$ cat src/rtl/uart_tx_peripheral.sv
// uart_tx_peripheral: memory-mapped 8N1 UART transmitter for the MIPS data bus.
//   TXD      (TXD_ADDR) : write starts a frame when idle and enabled; read returns last byte.
//   UART_CON (CON_ADDR) : {27'b0, tx_busy, 1'b0, tx_done, 1'b0, tx_en}; a read clears tx_done.
// tx_irq is a level interrupt, tx_done & tx_en.
// Optional build macro UART_TX_PARITY_EN inserts an even-parity bit between the
// last data bit and the stop bit (frame grows from 10 to 11 bit times).
module uart_tx_peripheral #(
   parameter int unsigned BAUD_DIV = 10417,
   parameter logic [31:0] TXD_ADDR = 32'h4000_0018,
   parameter logic [31:0] CON_ADDR = 32'h4000_0020
) (
   input  logic        clk,
   input  logic        reset,
   input  logic        rd,
   input  logic        wr,
   input  logic [31:0] addr,
   input  logic [31:0] wdata,
   output logic [31:0] rdata,
   output logic        tx,
   output logic        tx_irq
);

   localparam int unsigned CNT_W = $clog2(BAUD_DIV);
   localparam logic [CNT_W-1:0] BAUD_LAST = CNT_W'(BAUD_DIV - 1);
   localparam logic [CNT_W-1:0] CNT_ONE   = CNT_W'(1);

   typedef enum logic [2:0] {
      S_IDLE   = 3'd0,
      S_START  = 3'd1,
      S_DATA   = 3'd2,
`ifdef UART_TX_PARITY_EN
      S_PARITY = 3'd4,
`endif
      S_STOP   = 3'd3
   } state_t;

   state_t             r_state;
   state_t             w_state_nxt;
   logic [CNT_W-1:0]   r_baud_cnt;
   logic [2:0]         r_bit_idx;
   logic [7:0]         r_txd;
   logic               r_tx_en;
   logic               r_tx_done;

   logic               w_bit_last;
   logic               w_frame_end;
   logic               w_tx;
   logic               w_tx_busy;
   logic               w_txd_wr;
   logic               w_txd_accept;
   logic               w_con_wr;
   logic               w_con_rd;
   logic               w_unused;

   // Bus decode; TXD writes are only accepted while the line is idle.
   assign w_txd_wr     = wr && (addr == TXD_ADDR);
   assign w_con_wr     = wr && (addr == CON_ADDR);
   assign w_con_rd     = rd && (addr == CON_ADDR);
   assign w_tx_busy    = (r_state != S_IDLE);
   assign w_txd_accept = w_txd_wr && !w_tx_busy;
   assign w_bit_last   = (r_baud_cnt == BAUD_LAST);

   // Only the low byte of wdata is meaningful to this block.
   assign w_unused = &{1'b0, wdata[31:8]};

   // Frame state register; async reset aborts a frame and returns the line to idle.
   always_ff @(posedge clk or posedge reset) begin
      if (reset) begin
         r_state <= S_IDLE;
      end else begin
         r_state <= w_state_nxt;
      end
   end

   // Next-state and serial line value, decoded from the current state.
   always_comb begin
      w_state_nxt = r_state;
      w_tx        = 1'b1;
      w_frame_end = 1'b0;
      case (r_state)
         S_IDLE: begin
            if (w_txd_accept && r_tx_en) begin
               w_state_nxt = S_START;
            end
         end
         S_START: begin
            w_tx = 1'b0;
            if (w_bit_last) begin
               w_state_nxt = S_DATA;
            end
         end
         S_DATA: begin
            w_tx = r_txd[r_bit_idx];
            if (w_bit_last && (r_bit_idx == 3'd7)) begin
`ifdef UART_TX_PARITY_EN
               w_state_nxt = S_PARITY;
`else
               w_state_nxt = S_STOP;
`endif
            end
         end
`ifdef UART_TX_PARITY_EN
         S_PARITY: begin
            w_tx = ^r_txd;
            if (w_bit_last) begin
               w_state_nxt = S_STOP;
            end
         end
`endif
         S_STOP: begin
            w_tx = 1'b1;
            if (w_bit_last) begin
               w_state_nxt = S_IDLE;
               w_frame_end = 1'b1;
            end
         end
         default: begin
            w_state_nxt = S_IDLE;
         end
      endcase
   end

   // Baud counter: runs 0..BAUD_DIV-1 in every non-idle state, parked at 0 when idle.
   always_ff @(posedge clk or posedge reset) begin
      if (reset) begin
         r_baud_cnt <= '0;
      end else if (!w_tx_busy || w_bit_last) begin
         r_baud_cnt <= '0;
      end else begin
         r_baud_cnt <= r_baud_cnt + CNT_ONE;
      end
   end

   // Data bit index: advances at the end of each data bit, wraps to 0 after bit 7.
   always_ff @(posedge clk or posedge reset) begin
      if (reset) begin
         r_bit_idx <= 3'd0;
      end else if (r_state != S_DATA) begin
         r_bit_idx <= 3'd0;
      end else if (w_bit_last) begin
         r_bit_idx <= r_bit_idx + 3'd1;
      end
   end

   // TXD holding register; frozen for the whole frame because busy writes are dropped.
   always_ff @(posedge clk or posedge reset) begin
      if (reset) begin
         r_txd <= 8'h00;
      end else if (w_txd_accept) begin
         r_txd <= wdata[7:0];
      end
   end

   // Transmit enable; changing it mid-frame only masks the interrupt.
   always_ff @(posedge clk or posedge reset) begin
      if (reset) begin
         r_tx_en <= 1'b1;
      end else if (w_con_wr) begin
         r_tx_en <= wdata[0];
      end
   end

   // Done flag: set at end of stop bit (set beats a simultaneous clear).
   always_ff @(posedge clk or posedge reset) begin
      if (reset) begin
         r_tx_done <= 1'b0;
      end else if (w_frame_end) begin
         r_tx_done <= 1'b1;
      end else if (w_con_rd || w_txd_accept) begin
         r_tx_done <= 1'b0;
      end
   end

   // Combinational read mux; a same-cycle write is not yet visible here.
   always_comb begin
      rdata = 32'h0000_0000;
      if (addr == TXD_ADDR) begin
         rdata = {24'h00_0000, r_txd};
      end else if (addr == CON_ADDR) begin
         rdata = {27'h000_0000, w_tx_busy, 1'b0, r_tx_done, 1'b0, r_tx_en};
      end
   end

   assign tx     = w_tx;
   assign tx_irq = r_tx_done & r_tx_en;

endmodule
$ cat config.mk
export PLATFORM = sky130hd
export DESIGN_NAME = uart_tx_peripheral
export DESIGN_NICKNAME = d
export VERILOG_FILES = /design/src/rtl/uart_tx_peripheral.sv
export SDC_FILE = /design/constraint.sdc
export NUM_CORES = 1
export LEC_CHECK = 0
export CORE_MARGIN = 5
export CORE_UTILIZATION = 25
export DETAILED_ROUTE_END_ITERATION = 12
export SLEW_MARGIN = 20
export SYNTH_ARGS = -nofsm -noshare
export SYNTH_HDL_FRONTEND = slang
export SYNTH_SLANG_ARGS = --single-unit
export TNS_END_PERCENT = 50
$ cat constraint.sdc
create_clock -name clk -period 5.6 [get_ports clk]
set_clock_uncertainty 0.05 [all_clocks]
set_input_delay 1.4 -clock clk [delete_from_list [all_inputs] [get_ports clk]]
set_output_delay 1.4 -clock clk [all_outputs]
set_load 0.05 [all_outputs]
==> results of run 1 <==
-- sequential cells by signal (all words and copies together) (netlist names) --
| signal | cells |
|---|---|
| r_bit_idx | 3 |
| r_tx_en | 1 |
| r_state | 2 |
| r_txd | 8 |
| r_tx_done | 1 |
| r_baud_cnt | 14 |
-- worst paths after layout --
| kind | from | end | slack, ps | cells past startpoint |
|---|---|---|---|---|
| min in group asynchronous | reset | r_baud_cnt[11] | 1430 | 3 |
| hold / removal | r_txd[1] | r_txd[1] | 480 | 1 |
| setup reg to reg | r_baud_cnt[0] | r_state[1] | 3300 | 7 |
| setup / recovery | addr[1] | rdata[0] | 770 | 6 |
| hold reg to reg | r_txd[1] | r_txd[1] | 480 | 1 |
| max in group asynchronous | reset | r_tx_en | 3740 | 3 |
-- per-stage QoR --
| stage | std cells | area, um^2 | util | power [W] |
|---|---|---|---|---|
| after floorplan | 200 | 1880 | - | 0.000267 |
| after global placement | 329 | 2450 | 0.343 | 0.000286 |
| after detailed placement | 329 | 2450 | 0.343 | 0.000286 |
| after CTS | 337 | 2580 | 0.362 | 0.000548 |
| after global routing | 337 | 2580 | 0.362 | 0.000562 |
| final | 337 | 2580 | 0.362 | 0.000542 |
-- logic make-up after synthesis --
group                    count (synthesis)  synth area share
other                                    1           0.00209
AND/OR/NAND/NOR                         66             0.206
flip-flops                              29             0.405
adder cells (fa/ha/maj)                  8            0.0557
multiplexers                            16             0.110
buffers and inverters                   35             0.123
AO/OA/AOI/OAI                           10            0.0397
XOR/XNOR                                12            0.0585
-- synthesized netlist by cell type (2+ instances only) --
library cell | count | area share
sky130_fd_sc_hd__nor2b_1 | 2 | 0.0070
sky130_fd_sc_hd__xor2_1 | 6 | 0.029
sky130_fd_sc_hd__and2_1 | 8 | 0.028
sky130_fd_sc_hd__nor4_1 | 7 | 0.024
sky130_fd_sc_hd__mux4_2 | 2 | 0.025
sky130_fd_sc_hd__inv_1 | 10 | 0.021
sky130_fd_sc_hd__buf_4 | 24 | 0.10
sky130_fd_sc_hd__dfrtp_1 | 28 | 0.39
sky130_fd_sc_hd__and3_1 | 2 | 0.0070
sky130_fd_sc_hd__xnor2_1 | 6 | 0.029
sky130_fd_sc_hd__mux2_2 | 10 | 0.063
sky130_fd_sc_hd__ha_1 | 8 | 0.056
sky130_fd_sc_hd__nand2_1 | 8 | 0.017
sky130_fd_sc_hd__nor2_1 | 17 | 0.036
sky130_fd_sc_hd__nand3_1 | 4 | 0.011
sky130_fd_sc_hd__mux2i_1 | 4 | 0.022
sky130_fd_sc_hd__a22o_1 | 3 | 0.015
sky130_fd_sc_hd__a21oi_1 | 3 | 0.0084
sky130_fd_sc_hd__nor3_1 | 5 | 0.014
sky130_fd_sc_hd__nand4_1 | 6 | 0.021
-- worst reg2reg max path, cell delays in order (launching register included) --
cell	delay [ps]
sky130_fd_sc_hd__dfrtp_1	440
sky130_fd_sc_hd__inv_1	80
sky130_fd_sc_hd__ha_1	140
sky130_fd_sc_hd__nor4bb_1	350
sky130_fd_sc_hd__nand4_1	440
sky130_fd_sc_hd__a21oi_1	300
sky130_fd_sc_hd__o22ai_1	120
sky130_fd_sc_hd__mux2_2	280
-- final cells by class --
type                    instances  area share
well taps                      99      0.0480
clock inverters                 3      0.0252
repair buffers                 55       0.242
inverters                      10      0.0145
clock buffers                   5      0.0266
multi-input cells             136       0.362
flip-flops and latches         29       0.281
-- routing by layer --
| metal | vias to the layer above | track usage |
|---|---|---|
| met5 | - | 0 |
| met2 | 65 | 0.138 |
| met1 | 648 | 0.108 |
| met3 | 7 | 0.0327 |
| li1 | 688 | - |
| met4 | 0 | 0.0361 |
-- report_power, final --
| group | switching [W] | internal [W] | total (W) | leakage (nW) |
|---|---|---|---|---|
| combinational | 0.0000451 | 0.0000278 | 0.0000729 | 0.694 |
| clock | 0.0000825 | 0.000177 | 0.000259 | 0.0681 |
| sequential | 0.000000000000142 | 0.000210 | 0.000210 | 0.377 |
-- cell usage in the layout (no fill, tap or decap), drive strengths merged, types with 2 or more instances in the layout --
| cell | count |
|---|---|
| xor2 | 6 |
| nor4 | 8 |
| dfrtp | 28 |
| nand2 | 8 |
| xnor2 | 6 |
| clkbuf | 5 |
| clkdlybuf4s50 | 45 |
| nor3 | 5 |
| nor2b | 2 |
| mux4 | 2 |
| a21oi | 3 |
| and2 | 8 |
| mux2i | 4 |
| inv | 10 |
| buf | 10 |
| and3 | 2 |
| ha | 8 |
| mux2 | 10 |
| bufinv | 2 |
| nand4 | 6 |
| conb | 24 |
| a22o | 3 |
| nand3 | 4 |
| nor2 | 17 |
==> run metrics, run 1 <==
initial antenna violation count 0; routability-driven placement congestion ratio 0.723; residual overflow from global routing 0; DRC marker count from the first detailed-route iteration 43; maximum level of the CTS H-tree 2; vias per cell 4.18; die height 94.8 um; wire length of the first global-routing pass about 6200 um; cell count after synthesis 177; Power Density 210 nW/um^2; Routed met1 length 1700 um; Synth Flop Type sky130_fd_sc_hd__dfrtp_1; Core Footprint between 7000 and 8000 um^2; status finished, final reports clean; CP required 4150 ps; sum of met2 wire segment lengths after detailed routing 1670 um; cell-by-cell trace of the critical path clkdlybuf4s50_1, nor4_1, nand4_1, nor3_1, a22o_1, buf_12; Tightest Pin Transition 618 ps; CTS tree built; Detailed Place HPWL 3050 um; footprint of the flip-flops and latches between 700 and 800 um^2; area growth from synthesis to final layout 43.7%; register clock-pin slew on the reported worst setup and hold paths around 70 ps; overall routing resource usage 0.0877; Hold Slack 483 ps; number of vias after detailed routing 1408; Pleak ~1.1 nW; TritonCTS sink count 29; combined area of the multi-input logic cells roughly 930 um^2; total inserted antenna cells 0; vias in the first global route 1357; sort of element at the start of the critical path input port; Wirelength per Cell 11.6 um; count of endpoints failing hold in the final timing report 0; setup TNS after final layout 0 ps; max incr delay on CP 540 ps; number of I/O port buffers 53; setup slack after layout 770 ps; Root Buffer sky130_fd_sc_hd__clkbuf_8; Max stage delay cell, worst path sky130_fd_sc_hd__nor3_1; std cell rows 31; Die Width 94.8 um; final worst-path cycle share 0.862; FMAX 0.207 GHz; number of buffers between clock root and the deepest sink 2; data arrival time of the critical path 3380 ps; proportion of synthesized chip area in sequential cells 0.405; I/O pin cnt 102; nets@finish 313; Clk Latency, worst-skew pair 280 ps; post-synth cell types 34; max-cap viol count 0; number of endpoints failing setup at the final stage 0; top cell family by delay on the critical path simple AND/OR/NAND/NOR gates; Syn. warnings 0; share of layout cells above drive strength 1 0.147; number of post-CTS setup repair buffers 0; Avg Inst Size Synth 10.2 um^2; CTS hold repair buffers 0; total CTS buffers 5; minimum clock period after layout 4830 ps; Worst Path Class, Setup input port to primary output; worst max-slew margin expressed relative to the limit 0.585; number of flops mapped to enable cells by yosys 0; uppermost signal routing layer after detailed routing met4; Post-route DRC 0; number of buffer and inverter stages on the critical path 2; dpl ws 718 ps; Initial Utilization 0.252; routed wire length 3900 um; flops & latches, synth 29; pin count of the biggest net entering global routing 30; path class of the lowest-slack min-delay path register to register; maximum ir drop on the vdd rail around 0.00013 V; number of antenna-violating nets in the routed design 0; Die Footprint 8980 um^2; met3 wire len 462 um; unrepaired setup endpoints after global routing no; final max-slew violation count 0; post-cts resize count 0; area of the mapped netlist 1800 um^2; Crit. End Element primary output; critical path fanouts, max 5; share of flip-flops with an asynchronous set or reset 1.00; fillcell total between 700 and 800; number of optimization iterations in the first detailed-route pass 4
Note: power is estimated with default switching activity, not from simulation.
==> run 2: changes to the inputs <==
- CORE_MARGIN: 5 -> 2
- GPL_ROUTABILITY_DRIVEN: not set -> 0
- SKIP_CTS_REPAIR_TIMING: not set -> 1
==> run metrics, run 2 (same netlist as run 1, synthesis figures left out) <==
combinational fraction of design power 0.154; DRC marker count from the first detailed-route iteration 36; Switch Pwr 0.000123 W; path class of the lowest-slack min-delay path register to register; register clock-pin slew on the reported worst setup and hold paths roughly 60 ps; initial antenna violation count 0; nets@finish roughly 310; Pleak 1.13 nW; worst max-slew margin expressed relative to the limit 0.564; max FFs per register 14; Worst Path Class, Setup input port to primary output; beginning of the worst register-to-register path r_baud_cnt[0]; critical path fanouts, max 5; Detailed Place HPWL 2910 um; minimum clock period after layout 4900 ps; number of I/O port buffers 53; Post-route DRC 0; count of endpoints failing hold in the final timing report 0; Core Footprint 6870 um^2; Hold Slack 472 ps; share of layout cells above drive strength 1 0.147; Crit. End Element primary output; hold path startpoint r_baud_cnt[0]; Switching Share 0.260; final worst-path cycle share 0.875; sequential group share of total power 0.445; max-cap viol count 0; most frequent standard cell in the layout excluding fill and tap cells sky130_fd_sc_hd__clkdlybuf4s50_1; biggest regs r_baud_cnt: 14 flops, r_txd: 8 flops, r_bit_idx: 3 flops; number of vias after detailed routing 1419; Initial Utilization 0.262; Clk Latency, worst-skew pair approximately 280 ps; Power Density 185 nW/um^2; std cell rows 30; total inserted antenna cells 0; overall routing resource usage 0.0974; Biggest register r_baud_cnt; number of optimization iterations in the first detailed-route pass 4; final max-slew violation count 0; Root Buffer sky130_fd_sc_hd__clkbuf_8; area growth from synthesis to final layout 41.7%; CTS tree built; instance count along the most critical hold path 1; sort of element at the start of the critical path input port; vias in the first global route 1371; TritonCTS sink count 29; vias per cell 4.25; Internal 0.000348 W; residual overflow from global routing 0; reg-to-reg critical path endpoint r_state[1]; most used cells in the layout excluding fill and tap cells sky130_fd_sc_hd__clkdlybuf4s50_1, sky130_fd_sc_hd__dfrtp_1, sky130_fd_sc_hd__conb_1; cell count of the worst reg-to-reg path 7; wire length of the first global-routing pass 6000 um; Wirelength per Cell about 11 um; pin count of the biggest net entering global routing 30; Die Width 88.8 um; CP required 4150 ps; total CTS buffers 5; die height just under 90 um; fraction of the core area covered by cells at the end of the flow 0.371; maximum ir drop on the vdd rail 0.000101 V; setup slack of the most critical reg-to-reg path 3320 ps; number of endpoints failing setup at the final stage 0; Clock power frac 0.401; Die Footprint just under 8000 um^2; Tightest Pin Transition around 650 ps; data arrival time of the critical path about 3500 ps; I/O pin cnt 102; number of buffers between clock root and the deepest sink 2; unrepaired setup endpoints after global routing no; setup TNS after final layout 0 ps; status finished, final reports clean; number of antenna-violating nets in the routed design 0; endpoint of the worst hold path r_baud_cnt[0]; maximum level of the CTS H-tree 2; FMAX 0.204 GHz; routed wire length 3680 um
run 2: per-layer routing:
layer,global-route usage,up-vias,part of all wire
li1,-,680,-
met1,0.119,669,0.42
met2,0.159,65,0.45
met3,0.0299,5,0.12
met4,0.0413,0,0.011
met5,0,-,0
run 2: critical path: stages:
cell                              delay [ps]
sky130_fd_sc_hd__clkdlybuf4s50_1         400
sky130_fd_sc_hd__nor4_1                  290
sky130_fd_sc_hd__nand4_1                 300
sky130_fd_sc_hd__nor3_1                  600
sky130_fd_sc_hd__a22o_1                  300
sky130_fd_sc_hd__buf_12                  150
run 2: cell type report:
type                            count  area [um^2]
Fill cell                         699         4320
Multi-Input combinational cell    136          935
Sequential cell                    29          727
Timing Repair Buffer               55          626
Tap cell                           96          120
Clock buffer                        7         96.3
Inverter                           10         37.5
Clock inverter                      1         5.00
run 2: power by group through the flow:
stage	combinational [W]	clock (W)	sequential, W
after detailed placement	0.0000730	0	0.000213
after global routing	0.0000777	0.000203	0.000209
after floorplan	0.0000533	0	0.000213
after CTS	0.0000731	0.000195	0.000210
after global placement	0.0000728	0	0.000213
final	0.0000725	0.000189	0.000210
run 2: stage by stage:
stage / setup WS, ps / cells / power [W] / cell area, um^2
4_1_cts: 725 / 334 / 0.000477 / 2550
3_3_place_gp: 738 / 326 / 0.000286 / 2440
3_5_place_dp: 729 / 326 / 0.000286 / 2440
6_report: 700 / 334 / 0.000471 / 2550
2_1_floorplan: 1290 / 200 / 0.000267 / 1880
5_1_grt: 523 / 334 / 0.000490 / 2550
run 2: how the worst max path moves through the flow:
stage	cells after the start	startpoint	slack [ps]	endpoint
after detailed placement	6	addr[13]	730	rdata[2]
final	6	addr[13]	700	rdata[4]
after global routing	6	addr[13]	520	rdata[4]
after floorplan	4	addr[1]	1290	rdata[0]
after CTS	6	addr[13]	720	rdata[2]
after global placement	6	addr[13]	740	rdata[4]
==> variant (settings of run 1) <==
Encoding of `state_t`: now one-hot (4 bits for 4 states).
--- a/src/rtl/uart_tx_peripheral.sv
+++ b/src/rtl/uart_tx_peripheral.sv
@@ -24,14 +24,14 @@
    localparam logic [CNT_W-1:0] BAUD_LAST = CNT_W'(BAUD_DIV - 1);
    localparam logic [CNT_W-1:0] CNT_ONE   = CNT_W'(1);
 
-   typedef enum logic [2:0] {
-      S_IDLE   = 3'd0,
-      S_START  = 3'd1,
-      S_DATA   = 3'd2,
+   typedef enum logic [3:0] {
+      S_IDLE   = 4'b0001,
+      S_START  = 4'b0010,
+      S_DATA   = 4'b0100,
 `ifdef UART_TX_PARITY_EN
       S_PARITY = 3'd4,
 `endif
-      S_STOP   = 3'd3
+      S_STOP   = 4'b1000
    } state_t;
 
    state_t             r_state;
Check against the original RTL: no difference found for any inputs over 10 cycles, from zero or initial values and one cycle with reset high; not proved beyond that.
==> variant against run 1 <==
Sequential power grew 7%; setup slack improved by 0.15 ns; routed wire length up 19%; area after synthesis grew 9.5%; register-to-register slack gained 0.23 ns; non-clock buffer count stayed put; final area is 0.58% higher; total power shrank 12%; sequential cell count grew 2; largest cell class unchanged; largest power group is now sequential cells.
==> variant: results (changes against run 1) <==
fraction of layout cells with a size suffix above 1 13.7% (-1.0 points); Clock Latency Late Sink 0.28 ns (about the same); Routability Congestion 0.734 (+1.5%); Via density 4.53 (+8.3%); vias in the first global route 1618 (+19%); root buf cell clkbuf_8; slew margin rel. 66.5% (+8.0 points); Cell variety after synth 40 (+18%); DP Area 2510 um^2 (+2.4%); Ant. Diodes 0 (unchanged); Static Leak 0.00110 uW (-3.2%); GRT Overall Usage 9.17% (+0.40 points); NumNets Final 334 (+6.7%); First-pass DRT Iterations 4 (unchanged); post-synth top area share 36.9% (-2.1 points); Avg WL per Cell 12.7 um (+9.5%); WL final 4630 um (+19%); outcome complete, no violations; sequential element share of the synthesized area 39.5% (-0.92 points); pin count of the biggest net entering global routing 32 (+6.7%); Critical Path AT 3.23 ns (-0.15 ns); DP HPWL 3700 um (+21%); dpl ws 0.900 ns (+0.182 ns); Post-synth top cells dfrtp_1, buf_4, nor2_1; top cells by area, synth dfrtp_1, buf_4, mux2_2; Avg Synthesized Cell Area 9.55 um^2 (-5.9%); Initial DRC Count 53 (+23%); first-pass GRT wire length 7480 um (+20%); IO Port Bufs 53 (unchanged); filler cell count 806 (+9.7%); biggest regs r_baud_cnt (14), r_txd (8), r_state (4); Cells after DPL 357 (+8.5%); peak supply drop 0.148 mV (+17%); crit-path max FO 8 (+3)
[variant: routing by layer]
metal,wire length [um],GRT usage [%]
met1,1950,11.6
met2,2380,15.6
met3,197,1.34
met4,93,3.78
met5,0,0
[variant: logic make-up after synthesis]
kind of cell,share of synthesized area (%)
fa+ha+maj,2.54
buf+inv,11.2
flops,39.5
xor+xnor,5.79
mux,8.01
simple gates,27.5
other cells,0.191
compound gates,5.21
[variant: power by group]
part | total, uW | internal, uW | switching [uW]
clock | 180 | 99.0 | 81.3
sequential | 224 | 224 | 0.000000414
combinational | 74.7 | 28.4 | 46.3
total | 479 | 351 | 128
[variant: path summary, 6_finish.rpt]
| path | start | to | slack, ns | cells after the start |
|---|---|---|---|---|
| max | addr[8] | rdata[7] | 0.92 | 6 |
| min | r_baud_cnt[0] | r_baud_cnt[0] | 0.47 | 1 |
| max reg2reg | r_state[0] | r_txd[4] | 3.53 | 4 |
| min reg2reg | r_baud_cnt[0] | r_baud_cnt[0] | 0.47 | 1 |
| max in group asynchronous | reset | r_tx_en | 3.72 | 3 |
| min in group asynchronous | reset | r_baud_cnt[3] | 1.45 | 3 |
[variant: final cells by class]
class / count / area [um^2] / share of cell area (%)
Multi-Input combinational cell: 164 / 1060 / 40.7
Sequential cell: 31 / 778 / 30.0
Timing Repair Buffer: 55 / 526 / 20.2
Tap cell: 102 / 128 / 4.91
Clock buffer: 7 / 86.3 / 3.32
Inverter: 5 / 18.8 / 0.723
Clock inverter: 1 / 5.00 / 0.193
[variant: critical path, stage by stage]
cell and delay [ns]:
clkdlybuf4s50_1 0.39, nor4_1 0.36, nand4_2 0.31, nor2_1 0.34, and3_1 0.22, buf_4 0.20
